File: src/rtl/sram_unit_pkg.sv
// Shared types and helpers for the SRAM unit read/write datapaths.
// Exports: mode_e (element width mode), rd_meta_t (read-pipeline metadata),
// width/shift/lane-mask lookups and the lane_extract helper.
package sram_unit_pkg;

  localparam int unsigned DATA_W = 8;
  localparam int unsigned LANE_W = 3;

  // Encoding equals the address shift: element width is 8 >> mode.
  typedef enum logic [1:0] {
    MODE_C8 = 2'd0,
    MODE_C4 = 2'd1,
    MODE_C2 = 2'd2,
    MODE_C1 = 2'd3
  } mode_e;

  typedef struct packed {
    logic               vld;
    mode_e              mode;
    logic [LANE_W-1:0]  lane;
  } rd_meta_t;

  // Element width in bits.
  function automatic logic [3:0] width_of(mode_e m);
    logic [3:0] w;
    case (m)
      MODE_C4: w = 4'd4;
      MODE_C2: w = 4'd2;
      MODE_C1: w = 4'd1;
      default: w = 4'd8;
    endcase
    return w;
  endfunction

  // log2 of elements per word; element address >> shift gives the word.
  function automatic logic [1:0] shift_of(mode_e m);
    logic [1:0] s;
    case (m)
      MODE_C4: s = 2'd1;
      MODE_C2: s = 2'd2;
      MODE_C1: s = 2'd3;
      default: s = 2'd0;
    endcase
    return s;
  endfunction

  // Keeps only the low address bits that select the lane.
  function automatic logic [LANE_W-1:0] lane_mask(mode_e m);
    logic [LANE_W-1:0] k;
    case (m)
      MODE_C4: k = 3'b001;
      MODE_C2: k = 3'b011;
      MODE_C1: k = 3'b111;
      default: k = 3'b000;
    endcase
    return k;
  endfunction

  // Lane k occupies word[k*w +: w]; result is zero-extended to DATA_W.
  function automatic logic [DATA_W-1:0] lane_extract(logic [DATA_W-1:0] word,
                                                     mode_e m,
                                                     logic [LANE_W-1:0] lane);
    logic [DATA_W-1:0] res;
    res = word;
    case (m)
      MODE_C4: res = {4'b0, word[{lane[0], 2'b00} +: 4]};
      MODE_C2: res = {6'b0, word[{lane[1:0], 1'b0} +: 2]};
      MODE_C1: res = {7'b0, word[lane]};
      default: res = word;
    endcase
    return res;
  endfunction

endpackage

File: src/rtl/sram_unit_read_extractor_if.sv
// Request/response and SRAM-macro signals of the read extractor.
// slave : the extractor itself.
// master: the controller read port together with the SRAM macro data return.
interface sram_unit_read_extractor_if #(
  parameter int unsigned WORD_AW = 6
);
  logic                 req_valid;
  logic                 req_ready;
  logic [1:0]           req_mode;
  logic [WORD_AW+2:0]   req_addr;
  logic                 sram_en;
  logic [WORD_AW-1:0]   sram_addr;
  logic [7:0]           sram_dout;
  logic                 resp_valid;
  logic                 resp_ready;
  logic [7:0]           resp_data;

  modport slave (
    input  req_valid, req_mode, req_addr, sram_dout, resp_ready,
    output req_ready, sram_en, sram_addr, resp_valid, resp_data
  );

  modport master (
    output req_valid, req_mode, req_addr, sram_dout, resp_ready,
    input  req_ready, sram_en, sram_addr, resp_valid, resp_data
  );
endinterface

File: src/rtl/sram_unit_resp_fifo.sv
// DEPTH x DATA_W synchronous FIFO with occupancy count.
// Ports: push/push_data write side, pop_req read side (ignored when empty),
// valid = not empty, rd_data = head entry (register-sourced), count = entries.
module sram_unit_resp_fifo
  import sram_unit_pkg::*;
#(
  parameter  int unsigned DEPTH = 2,
  localparam int unsigned CNT_W = $clog2(DEPTH + 1)
) (
  input  logic              clk,
  input  logic              rst_n,
  input  logic              push,
  input  logic [DATA_W-1:0] push_data,
  input  logic              pop_req,
  output logic              valid,
  output logic [DATA_W-1:0] rd_data,
  output logic [CNT_W-1:0]  count
);
  localparam int unsigned PTR_W = (DEPTH > 1) ? $clog2(DEPTH) : 1;

  logic [DATA_W-1:0] mem_q [DEPTH];
  logic [PTR_W-1:0]  wr_ptr_q;
  logic [PTR_W-1:0]  rd_ptr_q;
  logic [CNT_W-1:0]  count_q;
  logic              pop;

  // Pointer advance with wrap for non-power-of-two depths.
  function automatic logic [PTR_W-1:0] ptr_inc(logic [PTR_W-1:0] p);
    return (p == PTR_W'(DEPTH - 1)) ? '0 : p + PTR_W'(1);
  endfunction

  assign valid   = (count_q != '0);
  assign pop     = pop_req && valid;
  assign rd_data = mem_q[rd_ptr_q];
  assign count   = count_q;

  // Storage, pointers and occupancy.
  always_ff @(posedge clk or negedge rst_n) begin
    if (!rst_n) begin
      for (int i = 0; i < int'(DEPTH); i++) mem_q[i] <= '0;
      wr_ptr_q <= '0;
      rd_ptr_q <= '0;
      count_q  <= '0;
    end else begin
      if (push) begin
        mem_q[wr_ptr_q] <= push_data;
        wr_ptr_q        <= ptr_inc(wr_ptr_q);
      end
      if (pop) rd_ptr_q <= ptr_inc(rd_ptr_q);
      count_q <= count_q + CNT_W'(push) - CNT_W'(pop);
    end
  end

endmodule

File: src/rtl/sram_unit_read_extractor.sv
// Element-granular read front end for the 8-bit SRAM unit macro.
// Ports: clk, rst_n (async, active-low); bus (slave modport) carrying the
// request handshake (req_valid/req_ready/req_mode/req_addr), the SRAM read
// strobe/address/data (sram_en/sram_addr/sram_dout) and the response
// handshake (resp_valid/resp_ready/resp_data, zero-extended element).
module sram_unit_read_extractor
  import sram_unit_pkg::*;
#(
  parameter int unsigned WORD_AW  = 6,
  parameter int unsigned SRAM_LAT = 1,
  parameter int unsigned DEPTH    = 2
) (
  input  logic                        clk,
  input  logic                        rst_n,
  sram_unit_read_extractor_if.slave   bus
);
  localparam int unsigned CNT_W = $clog2(DEPTH + 1);
  localparam int unsigned OCC_W = $clog2(DEPTH + SRAM_LAT + 1);

  mode_e              req_mode_e;
  logic [WORD_AW-1:0] req_word;
  logic [LANE_W-1:0]  req_lane;
  logic               accept;
  logic               ready_en_q;
  logic [WORD_AW-1:0] addr_q;
  rd_meta_t           meta_in;
  rd_meta_t           meta_q [SRAM_LAT];
  rd_meta_t           tail;
  logic [OCC_W-1:0]   inflight;
  logic [OCC_W-1:0]   occ;
  logic [CNT_W-1:0]   fifo_count;
  logic [DATA_W-1:0]  cap_data;

  // Element address -> (word, lane).
  always_comb begin
    req_mode_e = mode_e'(bus.req_mode);
    req_word   = WORD_AW'(bus.req_addr >> shift_of(req_mode_e));
    req_lane   = bus.req_addr[LANE_W-1:0] & lane_mask(req_mode_e);
    meta_in    = '{vld: accept, mode: req_mode_e, lane: req_lane};
  end

  // Every in-flight read already owns a FIFO slot, so capture never overflows.
  always_comb begin
    inflight = '0;
    for (int i = 0; i < int'(SRAM_LAT); i++)
      inflight = inflight + OCC_W'(meta_q[i].vld);
    occ           = inflight + OCC_W'(fifo_count);
    bus.req_ready = ready_en_q && (occ < OCC_W'(DEPTH));
  end

  assign accept        = bus.req_valid && bus.req_ready;
  assign bus.sram_en   = accept;
  assign bus.sram_addr = accept ? req_word : addr_q;

  // Ready enable, held SRAM address and metadata delay line matching SRAM_LAT.
  always_ff @(posedge clk or negedge rst_n) begin
    if (!rst_n) begin
      ready_en_q <= 1'b0;
      addr_q     <= '0;
      for (int i = 0; i < int'(SRAM_LAT); i++) meta_q[i] <= '0;
    end else begin
      ready_en_q <= 1'b1;
      if (accept) addr_q <= req_word;
      meta_q[0] <= meta_in;
      for (int i = 1; i < int'(SRAM_LAT); i++) meta_q[i] <= meta_q[i-1];
    end
  end

  assign tail     = meta_q[SRAM_LAT-1];
  assign cap_data = lane_extract(bus.sram_dout, tail.mode, tail.lane);

  sram_unit_resp_fifo #(.DEPTH(DEPTH)) u_resp_fifo (
    .clk       (clk),
    .rst_n     (rst_n),
    .push      (tail.vld),
    .push_data (cap_data),
    .pop_req   (bus.resp_ready),
    .valid     (bus.resp_valid),
    .rd_data   (bus.resp_data),
    .count     (fifo_count)
  );

endmodule

File: src/flat_wrapper.sv
// flat-port wrapper written by rule: the top's interface ports become plain ports
module sram_unit_read_extractor_flat import sram_unit_pkg::*;
#(
  parameter int unsigned WORD_AW  = 6,
  parameter int unsigned SRAM_LAT = 1,
  parameter int unsigned DEPTH    = 2
)
  (clk, rst_n, bus_req_valid, bus_req_mode, bus_req_addr, bus_sram_dout, bus_resp_ready, bus_req_ready, bus_sram_en, bus_sram_addr, bus_resp_valid, bus_resp_data);
  sram_unit_read_extractor_if #(.WORD_AW(WORD_AW)) bus_i ();
  input  logic clk;
  input  logic rst_n;
  input wire logic [$bits(bus_i.req_valid)-1:0] bus_req_valid;
  input wire logic [$bits(bus_i.req_mode)-1:0] bus_req_mode;
  input wire logic [$bits(bus_i.req_addr)-1:0] bus_req_addr;
  input wire logic [$bits(bus_i.sram_dout)-1:0] bus_sram_dout;
  input wire logic [$bits(bus_i.resp_ready)-1:0] bus_resp_ready;
  output wire logic [$bits(bus_i.req_ready)-1:0] bus_req_ready;
  output wire logic [$bits(bus_i.sram_en)-1:0] bus_sram_en;
  output wire logic [$bits(bus_i.sram_addr)-1:0] bus_sram_addr;
  output wire logic [$bits(bus_i.resp_valid)-1:0] bus_resp_valid;
  output wire logic [$bits(bus_i.resp_data)-1:0] bus_resp_data;
  assign bus_i.req_valid = bus_req_valid;
  assign bus_i.req_mode = bus_req_mode;
  assign bus_i.req_addr = bus_req_addr;
  assign bus_i.sram_dout = bus_sram_dout;
  assign bus_i.resp_ready = bus_resp_ready;
  assign bus_req_ready = bus_i.req_ready;
  assign bus_sram_en = bus_i.sram_en;
  assign bus_sram_addr = bus_i.sram_addr;
  assign bus_resp_valid = bus_i.resp_valid;
  assign bus_resp_data = bus_i.resp_data;
  sram_unit_read_extractor #(.WORD_AW(WORD_AW), .SRAM_LAT(SRAM_LAT), .DEPTH(DEPTH)) u_core (.clk(clk), .rst_n(rst_n), .bus(bus_i));
endmodule
File: config.mk
export PLATFORM = sky130hd
export DESIGN_NAME = sram_unit_read_extractor_flat
export DESIGN_NICKNAME = d
export VERILOG_FILES = /design/src/rtl/sram_unit_pkg.sv /design/src/rtl/sram_unit_read_extractor_if.sv /design/src/rtl/sram_unit_resp_fifo.sv /design/src/rtl/sram_unit_read_extractor.sv /design/src/flat_wrapper.sv
export SDC_FILE = /design/constraint.sdc
export NUM_CORES = 1
export LEC_CHECK = 0
export CAP_MARGIN = 40
export CELL_PAD_IN_SITES_DETAIL_PLACEMENT = 1
export CELL_PAD_IN_SITES_GLOBAL_PLACEMENT = 2
export CORE_MARGIN = 2
export CORE_UTILIZATION = 29
export CTS_BUF_LIST = sky130_fd_sc_hd__clkbuf_8
export CTS_CLUSTER_SIZE = 16
export DETAILED_ROUTE_END_ITERATION = 16
export GPL_TIMING_DRIVEN = 1
export PLACE_DENSITY_LB_ADDON = 0.2
export SLEW_MARGIN = 10
export SYNTH_ARGS = -nofsm -noshare
export SYNTH_HDL_FRONTEND = slang
export SYNTH_SLANG_ARGS = --single-unit
File: constraint.sdc
create_clock -name clk -period 1.7 [get_ports clk]
set_input_delay 0.17 -clock clk [delete_from_list [all_inputs] [get_ports clk]]
set_output_delay 0.17 -clock clk [all_outputs]
set_load 0.02 [all_outputs]
Word-level counts from Yosys, hierarchy flattened
Index checks and enable logic that the tools add are counted.
{"block": "classes", "addsub": 4, "magnitude_cmp": 5, "n_eq_ne": 6, "shifts": 3, "n_mux": 14, "bitwise": 3, "n_reduce_logical": 5}
{"op": "8-bit 2-to-1 mux", "n": 4}
{"op": "8-bit case mux with 3 select lines", "n": 1}
{"op": "16-bit bitwise mux", "n": 1}
{"op": "3-bit case mux with 3 select lines", "n": 1}
{"op": "9-bit by 2-bit right shift with 6-bit output", "n": 1}
{"op": "8-bit demux with 1-bit select", "n": 1}
{"op": "2-bit == test, second input constant", "n": 4}
{"op": "8-bit by 4-bit variable part select with 2-bit output", "n": 1}
{"op": "8-bit by 4-bit variable part select with 4-bit output", "n": 1}
{"op": "6-bit 2-to-1 mux", "n": 1}
{"op": "2-bit case mux with 3 select lines", "n": 1}
{"op": "2-bit by 1-bit == test with 1-bit output, second input constant", "n": 2}
{"op": "2-bit >= comparator, second input constant", "n": 2}
{"op": "1-bit logical AND", "n": 4}
{"op": "3-bit by 4-bit < comparator with 1-bit output, second input constant", "n": 1}
{"op": "1-bit inverter with 2-bit output", "n": 2}
{"op": "3-bit bitwise AND", "n": 1}
{"op": "1-bit binary-select mux with 3-bit select", "n": 1}
{"op": "1-bit 2-to-1 mux", "n": 3}
{"op": "1-bit adder, second input constant", "n": 2}
{"op": "2-bit by 1-bit adder with 2-bit output", "n": 1}
{"op": "2-bit by 1-bit < comparator with 1-bit output, second input constant", "n": 1}
{"op": "2-bit < comparator, second input constant", "n": 1}
{"op": "2-bit nonzero test", "n": 1}
{"op": "2-bit by 1-bit subtractor with 2-bit output", "n": 1}
{"block": "totals", "ff_bits": 33, "inputBits": 23}

Logic depth before layout (Yosys ltp)
Gate-level depths: netlist of run 1.
{"block": "logic_depth", "depth_word": 6, "mapped_depth": 5, "mapped_depth_nobuf": 5}

Hierarchy
Synthesis of run 1 repeated with hierarchy kept, for this count alone.
{"block": "hier_totals", "cells_unflattened": 127, "area_unflattened_um2": 1773.0}
{"mod": "sram_unit_resp_fifo", "n_inst": 1, "cells_per_inst": 58, "area_per_inst_um2": 913.4, "seq_area_each_um2": 500.5}
{"mod": "sram_unit_read_extractor", "n_inst": 1, "cells_per_inst": 69, "area_per_inst_um2": 859.6, "seq_area_each_um2": 325.3}

Least setup slack after synthesis of run 1
Ideal clock, no wire load.
{"block": "synth_path", "kind": "register to output", "start": "register u_core.meta_q[5] in the netlist's numbering", "end": "output port bus_sram_addr[2]", "t_arrival_ps": 1694, "t_required_ps": 1530, "slack_ps": -164, "path_stages_with_launch": 6, "path_cell_list": "dfrtp_1 ha_1 xnor2_1 nand3_1 inv_1 mux2_2"}
{"block": "synth_via", "elab_chain_cells": 5}
{"item": "start: declaration", "line_no": "sram_unit_read_extractor.sv:27", "source": "rd_meta_t meta_q [SRAM_LAT];"}
{"item": "2-bit by 1-bit adder with 2-bit output", "line_no": "sram_unit_read_extractor.sv:47", "source": "occ = inflight + OCC_W'(fifo_count);"}
{"item": "2-bit < comparator", "line_no": "sram_unit_read_extractor.sv:48", "source": "bus.req_ready = ready_en_q && (occ < OCC_W'(DEPTH));"}
{"item": "1-bit logical AND", "line_no": "sram_unit_read_extractor.sv:48"}
{"item": "1-bit logical AND", "line_no": "sram_unit_read_extractor.sv:51", "source": "assign accept = bus.req_valid && bus.req_ready;"}
{"item": "net bus_sram_en", "line_no": "flat_wrapper.sv:18", "source": "output wire logic [$bits(bus_i.sram_en)-1:0] bus_sram_en;"}
{"item": "6-bit 2-to-1 mux", "line_no": "sram_unit_read_extractor.sv:53", "source": "assign bus.sram_addr = accept ? req_word : addr_q;"}
{"item": "end: declaration", "line_no": "flat_wrapper.sv:19", "source": "output wire logic [$bits(bus_i.sram_addr)-1:0] bus_sram_addr;"}
The timed path passes the listed nets, and every way through them passes these cells.

Worst setup path after layout of run 1
{"block": "layout_path", "start": "register u_core.meta_q[5] in the netlist's numbering", "end": "output port bus_sram_addr[1]"}
{"block": "layout_via", "elab_chain_cells": 5}
{"item": "2-bit by 1-bit adder with 2-bit output", "line_no": "sram_unit_read_extractor.sv:47"}
{"item": "2-bit < comparator", "line_no": "sram_unit_read_extractor.sv:48"}
{"item": "1-bit logical AND", "line_no": "sram_unit_read_extractor.sv:48"}
{"item": "1-bit logical AND", "line_no": "sram_unit_read_extractor.sv:51"}
{"item": "6-bit 2-to-1 mux", "line_no": "sram_unit_read_extractor.sv:53"}
No other way between the ends.

==> results of run 1 <==
[repair_timing]
action,4_1_cts,5_1_grt
endpoints found under the setup margin,17,9
pin swaps,4,0
resized for setup,66,5
buffers inserted,7,3
gates cloned,0,0
[synthesized netlist by cell type (2+ instances only)]
cell / n / area share
a211oi_1: 2 / 0.0089
a21oi_1: 4 / 0.012
a41oi_1: 2 / 0.010
and2_1: 3 / 0.011
buf_6: 2 / 0.013
clkbuf_1: 5 / 0.011
dfrtp_1: 33 / 0.49
ha_1: 2 / 0.015
inv_1: 7 / 0.016
mux2_2: 16 / 0.11
mux2i_1: 9 / 0.053
mux4_2: 2 / 0.027
nand2_1: 28 / 0.062
nand3_1: 2 / 0.0059
nor2_1: 3 / 0.0067
o21ai_0: 17 / 0.050
xnor2_1: 2 / 0.010
xor2_1: 2 / 0.010
[placed cells by master (no fill, tap or decap), types with 2 or more instances in the layout]
cell type        instances
nor2_1                   3
mux2i_1                  9
inv_1                    6
mux4_2                   2
a211oi_1                 2
buf_6                    7
clkbuf_8                 7
o21ai_0                 15
mux2_2                  15
dlygate4sd2_1           10
dfrtp_1                 32
xor2_1                   2
nand2_1                 28
a41oi_1                  2
and2_1                   2
clkdlybuf4s50_1         21
a21oi_1                  4
buf_4                   20
[flip-flops by register name, indices dropped and copies added, names as in the netlist]
name and count:
u_core.addr_q 6, u_core.u_resp_fifo.mem_q 16, u_core.u_resp_fifo.rd_ptr_q 1, u_core.ready_en_q 1, u_core.u_resp_fifo.wr_ptr_q 1, u_core.meta_q 6, u_core.u_resp_fifo.count 2
[logic make-up (layout without fill, tap and decap cells)]
kind of cell | Yosys count | after routing | synth area share
AO/OA/AOI/OAI | 31 | 31 | 0.113
XOR/XNOR | 4 | 4 | 0.0208
adder cells (fa/ha/maj) | 2 | 2 | 0.0148
buffers and inverters | 15 | 75 | 0.0431
flip-flops | 33 | 33 | 0.490
multiplexers | 28 | 28 | 0.203
other | 1 | 1 | 0.00223
AND/OR/NAND/NOR | 42 | 42 | 0.114
[per-layer routing]
layer	track usage	vias to the layer above
met5	0	-
met4	0.0407	0
met3	0.0449	4
met2	0.259	31
met1	0.168	648
li1	-	659
[worst paths after layout]
check                                              from                            to  slack (ns)
setup reg to reg                       u_core.meta_q[0]   u_core.u_resp_fifo.mem_q[1]        0.16
hold / removal                                    rst_n   u_core.u_resp_fifo.mem_q[7]        0.30
setup / recovery                       u_core.meta_q[5]              bus_sram_addr[1]       -0.24
min in group clk                        bus_req_mode[1]              u_core.meta_q[4]        0.38
hold reg to reg            u_core.u_resp_fifo.mem_q[11]  u_core.u_resp_fifo.mem_q[11]        0.47
max in group asynchronous                         rst_n   u_core.u_resp_fifo.rd_ptr_q        1.07
[cell type report]
cell class                 count  area [um2]  share of cell area
inverter                       7        26.3              0.0107
clock buffer                   7        96.3              0.0394
tap                           72        90.1              0.0368
sequential                    33         827               0.338
multi-input combinational    108         848               0.347
timing repair buffer          60         554               0.226
clock inverter                 1        5.00             0.00204
[worst max-delay path: cells and delay by family (launching register included)]
kind          cells  cell delay (ns)
buf+inv           2             0.29
mux               1             0.29
simple gates      1             0.12
xor+xnor          1             0.18
flops             1             0.42
fa+ha+maj         1             0.19
[per-stage QoR]
stage                     TNS [ns]  instance area [um2]  hold WS [ns]
final                        -1.34                 2450         0.303
after global routing         -1.92                 2450         0.349
after CTS                    -1.49                 2400         0.315
after detailed placement     -3.96                 2230         0.467
after global placement       -3.67                 2230         0.456
after floorplan            -0.0621                 1700        -0.126
[where the power goes]
part	switching, mW	internal, mW
sequential	0.170	1.08
combinational	0.825	0.862
clock	0.283	0.366
total	1.28	2.31
==> flow_summary_export.csv, run 1 <==
group,metric,value,unit
global_route,overflow,0,
setup_path,start_kind,"register",
power,powerDensity,1460,nW/um2
setup_path,r2r_cells,3,
sta,setup_viol,7,
route,vias,1342,
die,fp.dieW,80.2,um
route,route.met2.wl,2230,um
cts,cts_buffers,5,
sta,layout_min_cycle_time,1.94,ns
setup_path,worstSetupPathType,"register to primary output",
sta,drv_slew,0,
setup_path,worstPathMaxFanout,6,
route,viasPerCell,4.66,
setup_path,arrival,1.77,ns
global_route,grt_pass1_wl,7180,um
cts,cts_root_buffer,"clkbuf_8",
sta,fin_skew,0.00943,ns
logic_synthesis,async_reset_ff_frac,1.00,
power,peakVddDrop,0.694,mV
sta,fmax,515,MHz
place,gp_congestion,0.750,
outcome,failed_checks,"setup timing",
run,maxCapViolCount,0,
route,drc,0,
place,port_buffers,39,
cts,ctsHoldBuffers,0,
place,post-place-ws,-0.590,ns
setup_path,worst_path_max_delay_cell,"dfrtp_1",
route,drtIter0Drc,33,
sta,fin_ws,-0.242,ns
logic_synthesis,synth_nets,181,
sta,finalCritPeriodShare,1.14,
logic_synthesis,synth_edf_count,0,
logic_synthesis,seq_area_frac_synth,0.490,
logic_synthesis,synth_flop_cell,"dfrtp_1",
cts,cts_tree,"yes",
cts,clockBufferDepth,2,
die,core.rowCount,27,
layout,fin_util,0.439,
layout,stdcell_count,288,
outcome,status,"complete, but fails checks",
route,top_layer,"met4",
logic_synthesis,yosys_warnings,0,
layout,fillCellCount,638,
worst_hold_path,hp-class,"input pin to asynchronous set/reset pin",
power,p_leak,1.12,nW
layout,nets,240,
die,dieArea,6440,um2
die,coreArea,5570,um2
layout,area_delta_synth_final,45.2,%
logic_synthesis,synth_cell_types,33,
route,wire_per_inst,14.4,um
cts,clkSlewWorstSetupHoldPaths,0.07,ns
logic_synthesis,syn_avg_cell_area,10.8,um2
setup_path,cp-end-kind,"primary output",
setup_path,crit_chain,"ha_4, xnor2_4, nand3_4, buf_12, mux2_2, buf_6",
global_route,grt_pass1_vias,1508,
global_route,antenna_found_initial,0,
sta,final-hold-violation-count,0,
route,wl_met1,1700,um
global_route,grt_max_degree,34,
die,pin_count,40,
cts,h-tree-depth,2,
sta,grt_setup_unrepaired,"true",
layout,drive_gt1_frac,0.301,
cts,cts_sinks,33,
route,drt_first_pass_iters,4,
global_route,grt_use_total,0.146,
layout,antenna_cells,0,
place,placed_cells,272,
route,totalWireLength,4150,um
logic_synthesis,syn-cell-area,1690,um2
route,ant_nets,0,
logic_synthesis,syn_inst,156,
cts,clk-insertion-delay-late,0.28,ns
setup_path,critPathMaxStageDelay,0.42,ns
setup_path,cp.required,1.53,ns
die,die_h,80.2,um
place,dpl.hpwl,3120,um
logic_synthesis,synth_seq_cells,33,
power,power.total,3.59,mW
die,start_util,0.302,
route,wl_met3,169,um
Power figures use the tool's default switching activity.
==> inputs of run 2 (changes only) <==
--- a/config.mk
+++ b/config.mk
@@ -5,7 +5,7 @@
 export SDC_FILE = /design/constraint.sdc
 export NUM_CORES = 1
 export LEC_CHECK = 0
-export CAP_MARGIN = 40
+export CAP_MARGIN = 20
 export CELL_PAD_IN_SITES_DETAIL_PLACEMENT = 1
 export CELL_PAD_IN_SITES_GLOBAL_PLACEMENT = 2
 export CORE_MARGIN = 2
==> results of run 2 <==
Final layout, timing and power as in run 1 (identical DEF).
